===== config.mk =====
export PLATFORM = sky130hd
export DESIGN_NAME = game_flow_controller
export DESIGN_NICKNAME = d
export VERILOG_FILES = /design/src/rtl/game_flow_controller.sv
export SDC_FILE = /design/constraint.sdc
export NUM_CORES = 1
export LEC_CHECK = 0
export CORE_MARGIN = 5
export CORE_UTILIZATION = 45
export DETAILED_ROUTE_END_ITERATION = 10
export PLACE_DENSITY = 0.67
export SLEW_MARGIN = 30
export SYNTH_ARGS = -nofsm -noshare
export SYNTH_HDL_FRONTEND = slang
export SYNTH_SLANG_ARGS = --single-unit

===== constraint.sdc =====
create_clock -name clk -period 14.2 [get_ports clk]
set_input_delay 3.55 -clock clk [delete_from_list [all_inputs] [get_ports clk]]
set_output_delay 3.55 -clock clk [all_outputs]
set_load 0.02 [all_outputs]

===== src/rtl/game_flow_controller.sv =====
// Billiard game flow controller: stage setup strobe, per-stage countdown, BCD score with
// called-pocket bonus, lives, timed win/lose hold phases and final game-over.
module game_flow_controller #(
  parameter int NUM_BALLS     = 2,
  parameter int NUM_STAGES    = 4,
  parameter int LIVES         = 3,
  parameter int STAGE_SECS    = 60,
  parameter int WIN_SECS      = 2,
  parameter int LOSE_SECS     = 3,
  parameter int TICKS_PER_SEC = 50_000_000
) (
  input  logic                 clk,
  input  logic                 reset,
  input  logic                 start,
  input  logic [NUM_BALLS:0]   balls_in_game,
  input  logic [NUM_BALLS:0]   ballhole_collide,
  input  logic [2:0]           curr_Hole_id,
  output logic                 stage_setup,
  output logic                 winPulse,
  output logic                 losePulse,
  output logic                 scoredPulse,
  output logic [2:0]           request_hole,
  output logic [3:0]           scoreL,
  output logic [3:0]           scoreH,
  output logic [3:0]           stage_num,
  output logic [2:0]           lives_left,
  output logic [7:0]           time_left,
  output logic                 game_over,
  output logic                 game_won
);

  localparam int CW = (TICKS_PER_SEC > 1) ? $clog2(TICKS_PER_SEC) : 1;
  localparam logic [CW-1:0] TICK_MAX = CW'(TICKS_PER_SEC - 1);

  typedef enum logic [2:0] {
    S_IDLE      = 3'd0,
    S_SETUP     = 3'd1,
    S_PLAY      = 3'd2,
    S_WIN_HOLD  = 3'd3,
    S_LOSE_HOLD = 3'd4,
    S_DONE      = 3'd5
  } state_t;

  state_t          state_r;
  logic [CW-1:0]   sec_cnt_r;
  logic [3:0]      hold_cnt_r;

  logic            tick_s;
  logic [3:0]      hits_s;
  logic [4:0]      gain_s;
  logic [4:0]      lo_sum_s;
  logic            carry_s;
  logic [3:0]      lo_adj_s;
  logic [4:0]      hi_sum_s;
  logic [3:0]      score_lo_s;
  logic [3:0]      score_hi_s;
  logic            fail_s;
  logic            win_s;

  function automatic logic [3:0] popcnt(input logic [NUM_BALLS-1:0] v);
    logic [3:0] c;
    c = 4'd0;
    for (int i = 0; i < NUM_BALLS; i++) begin
      c = c + {3'b000, v[i]};
    end
    return c;
  endfunction

  function automatic logic [2:0] mod6(input logic [3:0] v);
    logic [3:0] s;
    s = v;
    if (s >= 4'd12) begin
      s = s - 4'd12;
    end else if (s >= 4'd6) begin
      s = s - 4'd6;
    end else begin
      s = v;
    end
    return 3'(s);
  endfunction

  // Scoring arithmetic, fail and win detection for the current cycle
  always_comb begin
    tick_s   = (sec_cnt_r == TICK_MAX);
    hits_s   = popcnt(ballhole_collide[NUM_BALLS:1]);
    gain_s   = {1'b0, hits_s};
    if ((hits_s != 4'd0) && (curr_Hole_id == request_hole)) begin
      gain_s = gain_s + 5'd1;
    end else begin
      gain_s = {1'b0, hits_s};
    end
    lo_sum_s = {1'b0, scoreL} + gain_s;
    carry_s  = (lo_sum_s >= 5'd10);
    if (carry_s) begin
      lo_adj_s = 4'(lo_sum_s - 5'd10);
    end else begin
      lo_adj_s = lo_sum_s[3:0];
    end
    hi_sum_s = {1'b0, scoreH} + {4'b0000, carry_s};
    // A tens digit past 9 means the score went above 99: pin it there
    if (hi_sum_s > 5'd9) begin
      score_hi_s = 4'd9;
      score_lo_s = 4'd9;
    end else begin
      score_hi_s = hi_sum_s[3:0];
      score_lo_s = lo_adj_s;
    end
    fail_s = ballhole_collide[0] || (tick_s && (time_left == 8'd1));
    win_s  = (balls_in_game[NUM_BALLS:1] == {NUM_BALLS{1'b0}}) && balls_in_game[0];
  end

  // Game state machine with registered strobes and status outputs
  always_ff @(posedge clk) begin
    if (reset) begin
      state_r      <= S_IDLE;
      sec_cnt_r    <= {CW{1'b0}};
      hold_cnt_r   <= 4'd0;
      stage_setup  <= 1'b0;
      winPulse     <= 1'b0;
      losePulse    <= 1'b0;
      scoredPulse  <= 1'b0;
      request_hole <= 3'd0;
      scoreL       <= 4'd0;
      scoreH       <= 4'd0;
      stage_num    <= 4'd0;
      lives_left   <= 3'(LIVES);
      time_left    <= 8'd0;
      game_over    <= 1'b0;
      game_won     <= 1'b0;
    end else begin
      stage_setup <= 1'b0;
      winPulse    <= 1'b0;
      losePulse   <= 1'b0;
      scoredPulse <= 1'b0;
      sec_cnt_r   <= tick_s ? {CW{1'b0}} : sec_cnt_r + {{(CW-1){1'b0}}, 1'b1};
      case (state_r)
        S_IDLE: begin
          if (start) begin
            stage_num   <= 4'd1;
            stage_setup <= 1'b1;
            state_r     <= S_SETUP;
          end
        end
        S_SETUP: begin
          sec_cnt_r    <= {CW{1'b0}};
          time_left    <= 8'(STAGE_SECS);
          request_hole <= mod6(stage_num - 4'd1);
          state_r      <= S_PLAY;
        end
        S_PLAY: begin
          if (hits_s != 4'd0) begin
            scoreL      <= score_lo_s;
            scoreH      <= score_hi_s;
            scoredPulse <= 1'b1;
          end
          if (tick_s && (time_left != 8'd0)) begin
            time_left <= time_left - 8'd1;
          end
          // A lost ball or timeout outranks clearing the table in the same cycle
          if (fail_s) begin
            lives_left <= lives_left - 3'd1;
            losePulse  <= 1'b1;
            sec_cnt_r  <= {CW{1'b0}};
            hold_cnt_r <= 4'd0;
            state_r    <= S_LOSE_HOLD;
          end else if (win_s) begin
            winPulse   <= 1'b1;
            sec_cnt_r  <= {CW{1'b0}};
            hold_cnt_r <= 4'd0;
            state_r    <= S_WIN_HOLD;
          end
        end
        S_WIN_HOLD: begin
          if (tick_s) begin
            if (hold_cnt_r == 4'(WIN_SECS - 1)) begin
              if (stage_num < 4'(NUM_STAGES)) begin
                stage_num   <= stage_num + 4'd1;
                stage_setup <= 1'b1;
                state_r     <= S_SETUP;
              end else begin
                game_over <= 1'b1;
                game_won  <= 1'b1;
                state_r   <= S_DONE;
              end
            end else begin
              hold_cnt_r <= hold_cnt_r + 4'd1;
            end
          end
        end
        S_LOSE_HOLD: begin
          if (tick_s) begin
            if (hold_cnt_r == 4'(LOSE_SECS - 1)) begin
              if (lives_left == 3'd0) begin
                game_over <= 1'b1;
                game_won  <= 1'b0;
                state_r   <= S_DONE;
              end else begin
                stage_setup <= 1'b1;
                state_r     <= S_SETUP;
              end
            end else begin
              hold_cnt_r <= hold_cnt_r + 4'd1;
            end
          end
        end
        S_DONE: begin
          if (start) begin
            scoreL      <= 4'd0;
            scoreH      <= 4'd0;
            lives_left  <= 3'(LIVES);
            game_over   <= 1'b0;
            game_won    <= 1'b0;
            stage_num   <= 4'd1;
            stage_setup <= 1'b1;
            state_r     <= S_SETUP;
          end
        end
        default: begin
          state_r <= S_IDLE;
        end
      endcase
    end
  end

endmodule


Yosys cells after proc, flatten, opt, wreduce, memory -nomap -nowiden:

Index checks and enable logic that the tools add are counted.

* register bits after elaboration: 65
* output and inout bits: 32
* logic and storage cells: 149

* add/sub/neg operators: 13
* $lt $le $gt $ge: 5
* equal/unequal tests: 25
* multiplexer cells: 65
* bitwise gates (word level): 1
* reduce and logical (&&, ||, !) cells: 25

Operators by type and width (number)
* 26-bit 2-to-1 mux: 3
* 4-bit 2-to-1 mux: 16
* 26-bit case mux with 2 select lines: 1
* 3-bit 2-to-1 mux: 14
* 26-bit by 1-bit adder with 26-bit output (second input constant): 1
* 26-bit == test (second input constant): 1
* 2-bit != test (second input constant): 13
* 4-bit case mux with 2 select lines: 3
* 1-bit 2-to-1 mux: 20
* 8-bit case mux with 2 select lines: 1
* 3-bit case mux with 5 select lines: 1
* 4-bit case mux with 3 select lines: 1
* 6-bit AND reduction: 2
* 1-bit case mux with 3 select lines: 3
* 4-bit by 1-bit adder with 4-bit output (second input constant): 2
* 8-bit by 1-bit == test with 1-bit output (second input constant): 1
* 8-bit 2-to-1 mux: 1
* 8-bit AND reduction: 1
* 8-bit nonzero test: 1
* 8-bit by 1-bit subtractor with 8-bit output (second input constant): 1
* 3-bit by 2-bit == test with 1-bit output (second input constant): 2
* 3-bit == test (second input constant): 2
* 3-bit logical NOT: 2
* 3-bit case mux with 2 select lines: 1
* other kinds (31): 40

Logic depth before layout (Yosys ltp):

Gate-level depths: netlist of the first run.

* depth after elaboration: 11
* gate-level depth with buffers: 21
* gate-level depth less buffers: 21

Worst setup path before layout of the first run:

OpenSTA, ideal clock, no wires.

* kind: in2reg
* start point: input port ballhole_collide[1]
* end point: register scoreH[2]
* library setup time: 131 ps
* data arrival time: 7395 ps
* data required time: 14069 ps
* setup slack: 6674 ps
* stages: 21
* buffers on the path: 0
* cells stage by stage: inv_1 > ha_1 > nor4_1 > xor2_1 > ha_1 > inv_1 > fa_1 > xor2_1 > ha_1 > nor3b_1 > a32oi_1 > o311ai_0 > inv_1 > ha_1 > ha_1 > inv_1 > a21oi_1 > o22ai_1 > o21ai_1 > o221ai_1 > nor3b_1

* cells in the longest elaborated chain, start to end: 11
* elaborated cells on any way between the ends: 14

RTL lines
* from (decl): RTL line 16 `input logic [NUM_BALLS:0] ballhole_collide,`
* 1-bit by 1-bit adder with 2-bit output *: RTL line 64 `c = c + {3'b000, v[i]};`
* parallel branches: the longest is 10 deep, another holds 4-bit by 3-bit adder with 5-bit output
* to (signal assigned): RTL line 153 `scoreH <= score_hi_s;`
* to (decl): RTL line 24 `output logic [3:0] scoreH,`

Mark *: on every way between the ends. The select of a mux whose other input is x is not followed.
A chain may end at the register's enable or synchronous reset.

Worst setup path after layout of the first run:

* start point: input port ballhole_collide[1]
* end point: register scoreL[1]

* cells in the longest elaborated chain, start to end: 11
* elaborated cells on any way between the ends: 16

RTL lines
* 1-bit by 1-bit adder with 2-bit output *: RTL line 64
* parallel branches: the longest is 10 deep, another holds 4-bit by 3-bit adder with 5-bit output
* to (signal assigned): RTL line 152 `scoreL <= score_lo_s;`
* to (decl): RTL line 23 `output logic [3:0] scoreL,`

Marked as above.

==> impl_metrics.toml, run 1 <==
[route]
wire_per_inst_um = 13.74
vias = 3198
detail-route-antenna-nets = 0
viasPerCell = 5.448
first_pass_iters = 4
drc = 0
finalWirelength_um = 8067
first_iter_violations = 158

[synth]
syn-mean-instance-area_um2 = 8.254
synth_seq_cells = 65
synthArstFlopShare_pct = 0
synthesis.area_um2 = 3623
synth-edff-count = 0
yosys.cell_types.count = 56
ys.flop_type = "dfxtp_1"
yosys_warnings = 0
synth_nets = 472
synthCells = 439
ys_seq_area_share_pct = 35.91

[grt]
grt_usage_pct = 16.80
antenna_found_initial = 0
grt_pass1_wl_um = 13910
grt_max_degree = 38
first_global_vias = 3047
grt-ovfl-total = 0

[floorplanning]
rows = 32
fp.dieH_um = 99.74
dieArea_um2 = 9947
ios = 44
initial_utilization_pct = 46.65
core_area_um2 = 7767
die_w_um = 99.74

[power]
p_per_area_nw_per_um2 = 135.8
finalPower_mw = 0.5884
ir_drop_uv = 90.60
p_leak_nw = 1.547

[final_layout]
antenna_cells = 0
multi_input_area_um2 = 2146
drive_gt1_share_pct = 5.361
syn_to_final_growth_pct = 19.58
final_core_util_pct = 55.78
fin_nets = 513
fillers = 756
final-seq-area_um2 = 1301

[place]
portBuffers = 43
dp_hpwl_um = 5971
gp_congestion = 0.8606

[worst_setup_path]
r2r-start = "request_hole[2]"
rrSetupSlack_ns = 9.47
crit_required_ns = 14.42
cp-end-kind = "register"
crit_fanout = 6
cp.arrival_ns = 8.47
setup.worst_path.start_class = "primary input"
critPathKind = "in -> reg"
reg2reg_depth = 20
r2r-end = "scoreL[1]"

[clock_network]
clkTransAtPathRegs_ns = 0.07
postCtsSetupRepairBufs = 0
holdBufCountCts = 0
clock_path_buffers = 2
clock-root-buffer = "clkbuf_8"
worst_skew_pair.late_latency_ns = 0.34
htreeDepth = 3
tritoncts = "yes"
cts_resized = 0
cts.sinks = 65
cts_buffers = 9

[min_path]
holdCritPathClass = "reg -> reg"
min_from = "sec_cnt_r[0]"
min_path_cells = 1
hold_end = "sec_cnt_r[0]"

[timing]
fmax_mhz = 121.3
period_share_pct = 58.08
skew_ns = 0.01158
hold_violations = 0
period_needed_ns = 8.247
holdWs_ns = 0.4635
finalSetupViolations = 0
relSlewSlack_pct = 38.26
maxSlewViolCount = 0
worstMarginPinSlew_ns = 0.9132
tns_ns = 0
rsz0062_at_grt = "no"

[run]
maxCapViolCount = 0

[run_status]
run_status = "finished, final reports clean"
==> metrics by stage <==
step / setup slack, ns / area [um^2] / cells
after floorplan: 6.674 / 3623 / 439
after global placement: 5.894 / 4125 / 570
after detailed placement: 5.643 / 4136 / 571
after CTS: 5.982 / 4333 / 587
after global routing: 5.475 / 4333 / 587
final: 5.953 / 4333 / 587
==> state kept, by name, indices dropped and copies added, names as in the netlist <==
register      cells
game_over         1
game_won          1
hold_cnt_r        4
lives_left        3
losePulse         1
request_hole      3
scoreH            4
scoreL            4
scoredPulse       1
sec_cnt_r        26
stage_num         4
stage_setup       1
state_r           3
time_left         8
winPulse          1
==> metal layers <==
| layer | up-vias | GRT usage, % | share of wire (%) | wire length [um] |
|---|---|---|---|---|
| li1 | 1643 | - | - | - |
| met1 | 1486 | 21.96 | 49 | 3926 |
| met2 | 57 | 27.30 | 46 | 3672 |
| met3 | 12 | 4.418 | 4.4 | 358 |
| met4 | 0 | 4.727 | 1.4 | 110 |
| met5 | - | 0 | 0 | 0 |
==> worst max path at each step <==
stage                        start         to  slack, ns  cells after the start
5_1_grt        ballhole_collide[1]  scoreH[2]       5.48                     22
2_1_floorplan  ballhole_collide[1]  scoreH[2]       6.67                     21
4_1_cts        ballhole_collide[1]  scoreL[1]       5.98                     22
3_3_place_gp   ballhole_collide[1]  scoreH[2]       5.89                     22
3_5_place_dp   ballhole_collide[1]  scoreL[1]       5.64                     22
6_report       ballhole_collide[1]  scoreL[1]       5.95                     22
==> cells in the mapped netlist, types with 3 or more instances <==
cell | number | area (um^2)
a211oi_1 | 5 | 37.54
a21oi_1 | 21 | 105.1
a31oi_1 | 3 | 18.77
a32o_1 | 4 | 40.04
and3_1 | 6 | 37.54
clkbuf_1 | 14 | 52.55
dfxtp_1 | 65 | 1301
ha_1 | 20 | 250.2
inv_1 | 30 | 112.6
mux2i_1 | 5 | 50.05
nand2_1 | 19 | 71.32
nand2b_1 | 4 | 25.02
nand3_1 | 15 | 75.07
nand4_1 | 9 | 56.30
nor2_1 | 73 | 274.0
nor2b_1 | 6 | 37.54
nor3_1 | 23 | 115.1
nor3b_1 | 7 | 52.55
nor4_1 | 10 | 62.56
o21ai_0 | 11 | 55.05
or3_1 | 5 | 31.28
xnor2_1 | 18 | 157.7
xor2_1 | 21 | 183.9
==> logic make-up (layout without fill, tap and decap cells) <==
logic type	Yosys count	count (layout)	synth area share, %
AOI/OAI and AO/OA	71	71	13.85
xor gates and xnor gates	39	39	9.427
adders and majority gates	22	22	7.735
buffers and inverters	45	91	4.869
DFF	65	65	35.91
muxes	6	6	1.692
and+or+nand+nor	191	191	26.52
==> where the power goes <==
part	leakage, nW	internal [mW]	total [mW]	switching, mW
sequential	0.526	0.201	0.230	0.0293
combinational	0.925	0.0867	0.203	0.116
clock	0.0953	0.0853	0.155	0.0700
total	1.55	0.373	0.588	0.215
==> critical path: stages <==
cell and delay (ns):
clkdlybuf4s50_1 0.48, inv_1 0.06, ha_1 0.24, nor4_1 0.58, xor2_1 0.24, ha_1 0.20
inv_1 0.05, fa_1 0.39, xor2_1 0.27, ha_1 0.25, nor3b_1 0.19, a32oi_1 0.07
o311ai_0 0.22, inv_1 0.11, ha_1 0.24, ha_1 0.30, inv_1 0.06, a21oi_1 0.14
o22ai_1 0.10, o21ai_1 0.36, nor2_1 0.11, a32o_1 0.23
==> layout by cell type (no fill, tap or decap), drive strengths merged, types with 3 or more instances in the layout <==
cell and n:
a32o 4, nand4 11, clkdlybuf4s50 43, xor2 21, inv 30, ha 20, nand2 19, and3 6
o21ai 12, nand2b 4, or4 3, nor2b 6, a31oi 3, clkbuf 11, or3 5, nor3b 7
a21oi 22, nor4 10, nor2 73, xnor2 18, nor3 23, nand3 15, a211oi 5, dfxtp 65
mux2i 5
==> final cells by class <==
class                      instances  area share (%)
inverter                          30           2.599
sequential                        65           30.03
clock inverter                     5           1.271
clock buffer                      11           3.263
tap                              102           2.945
timing repair buffer              45           10.37
multi-input combinational        329           49.52
No activity file was read; power rests on OpenSTA's default activity.
==> run 2, diff against run 1 <==
--- a/config.mk
+++ b/config.mk
@@ -8,7 +8,7 @@
 export CORE_MARGIN = 5
 export CORE_UTILIZATION = 45
 export DETAILED_ROUTE_END_ITERATION = 10
-export PLACE_DENSITY = 0.67
+export PLACE_DENSITY = 0.69
 export SLEW_MARGIN = 30
 export SYNTH_ARGS = -nofsm -noshare
 export SYNTH_HDL_FRONTEND = slang
==> constraint.sdc (replaced) <==
create_clock -name clk -period 7.5 [get_ports clk]
set_input_delay 1.875 -clock clk [delete_from_list [all_inputs] [get_ports clk]]
set_output_delay 1.875 -clock clk [all_outputs]
set_load 0.02 [all_outputs]
==> run 2 against run 1 <==
Register-to-register slack got worse by 6.8 ns. Largest power group unchanged. Sequential cell count stayed put. Critical path type unchanged. Via count is 0.13% lower. Highest routed layer unchanged.
==> impl_metrics.toml, run 2 (same netlist as run 1, synthesis figures left out) <==
[worst_setup_path]
slowest_delay_ns = 0.63
cpMostUsedCell = "ha_1"
crit_start = "ballhole_collide[1]"
cp-end-kind = "register"
crit_end = "scoreL[1]"
cp_top_family = "adder cells"
path_depth = 22
critPathKind = "in -> reg"
cp.arrival_ns = 6.90
r2r-end = "scoreL[1]"
cp_slowest_cell = "nor4_1"
path_buf_inv = 5
setup.worst_path.start_class = "primary input"
rrSetupSlack_ns = 2.69
crit_chain = "clkdlybuf4s50_1, inv_1, ha_1, nor4_1, xor2_1, ha_1, inv_1, fa_1, xor2_1, ha_1, nor3b_1, a32oi_1, o311ai_0, inv_1, ha_1, ha_1, inv_1, a21oi_1, o22ai_1, o21ai_1, nor2_1, a32o_1"
r2r-start = "request_hole[2]"
crit_fanout = 6
reg2reg_depth = 20
crit_required_ns = 7.75

[final_layout]
fin_nets = 513
top_register = "sec_cnt_r"
final_core_util_pct = 55.86
reg.largest.list = "sec_cnt_r x26, time_left x8"
layout_commonest_cell = "nor2_1"
fillers = 743
final_cell_mix = "nor2_1, dfxtp_1, clkdlybuf4s50_1, inv_1, nor3_1"
drive_gt1_share_pct = 5.567
antenna_cells = 0
largest_reg_flops = 26
instances_no_fill = 587
syn_to_final_growth_pct = 19.75
final_cell_area_um2 = 4339

[clock_network]
htreeDepth = 3
cts_resized = 0
postCtsSetupRepairBufs = 0
clock-root-buffer = "clkbuf_8"
tritoncts = "yes"
clkTransAtPathRegs_ns = 0.08
holdBufCountCts = 0
cts_buffers = 9
clock_path_buffers = 2
cts.sinks = 65
worst_skew_pair.late_latency_ns = 0.36

[grt]
grt_usage_pct = 17.40
grt-ovfl-total = 0
grt_max_degree = 38
first_global_vias = 3157
grt_pass1_wl_um = 14270
antenna_found_initial = 0

[route]
viasPerCell = 5.441
vias = 3194
finalWirelength_um = 8230
drc = 0
first_pass_iters = 4
wire_per_inst_um = 14.02
detail-route-antenna-nets = 0
first_iter_violations = 104

[timing]
maxSlewViolCount = 0
rsz0062_at_grt = "no"
period_share_pct = 88.67
tns_ns = 0
finalSetupViolations = 0
setup_ws_ns = 0.8499
fmax_mhz = 150.4
skew_ns = 0.01061
holdWs_ns = 0.4750
hold_violations = 0
period_needed_ns = 6.650
worstMarginPinSlew_ns = 0.8049
relSlewSlack_pct = 45.58

[floorplanning]
fp.dieH_um = 99.74
die_w_um = 99.74
rows = 32
initial_utilization_pct = 46.65
dieArea_um2 = 9947
ios = 44
core_area_um2 = 7767

[place]
portBuffers = 43
placed_area_um2 = 4136
dp.cells = 571
pre_cts_ws_ns = 0.5534
dp_hpwl_um = 6181
gp_congestion = 0.8761

[power]
combPwrFrac_pct = 34.3
finalPower_mw = 1.123
swShare_pct = 37.58
switchingPower_mw = 0.4220
clkPwrFrac_pct = 26.8
p_leak_nw = 1.544
p_int_mw = 0.7009
ir_drop_uv = 128.5
seq_power_share_pct = 39.0
p_per_area_nw_per_um2 = 258.8

[min_path]
min_path_cells = 1
holdCritPathClass = "reg -> reg"

[run]
maxCapViolCount = 0

[run_status]
run_status = "finished, final reports clean"
-- run 2: cell types whose count changed in the layout (fill, tap and decap cells not counted) --
cell | previous run | this run
clkinv_2 | 2 | 0
clkbuf_8 | 10 | 9
clkinvlp_4 | 2 | 3
clkbuf_1 | 1 | 0
inv_6 | 0 | 2
clkinv_4 | 0 | 1
-- run 2: power groups by stage --
stage / sequential (mW) / clock (mW) / combinational, mW
5_1_grt: 0.444 / 0.326 / 0.425
6_report: 0.438 / 0.301 / 0.385
2_1_floorplan: 0.445 / 0 / 0.268
3_3_place_gp: 0.443 / 0 / 0.372
4_1_cts: 0.437 / 0.312 / 0.387
3_5_place_dp: 0.445 / 0 / 0.385
-- run 2: layout make-up --
| class | count | area (um^2) | area share [%] |
|---|---|---|---|
| Clock buffer | 9 | 123.9 | 2.855 |
| Clock inverter | 7 | 78.83 | 1.817 |
| Sequential cell | 65 | 1301 | 29.99 |
| Multi-Input combinational cell | 329 | 2146 | 49.45 |
| Inverter | 30 | 112.6 | 2.595 |
| Tap cell | 102 | 127.6 | 2.941 |
| Timing Repair Buffer | 45 | 449.2 | 10.35 |
-- run 2: how the worst min path moves through the flow --
stage | end | start
floorplan | sec_cnt_r[0] | sec_cnt_r[0]
global placement | sec_cnt_r[0] | sec_cnt_r[0]
detailed placement | sec_cnt_r[0] | sec_cnt_r[0]
CTS | sec_cnt_r[0] | sec_cnt_r[0]
global route | request_hole[1] | request_hole[1]
finish | sec_cnt_r[0] | sec_cnt_r[0]
-- run 2: routing by layer --
metal	vias to the layer above	track usage (%)	part of all wire (%)
li1	1640	-	-
met1	1476	20.80	46
met2	64	30.07	47
met3	14	4.208	5.5
met4	0	6.513	1.5
met5	-	0	0
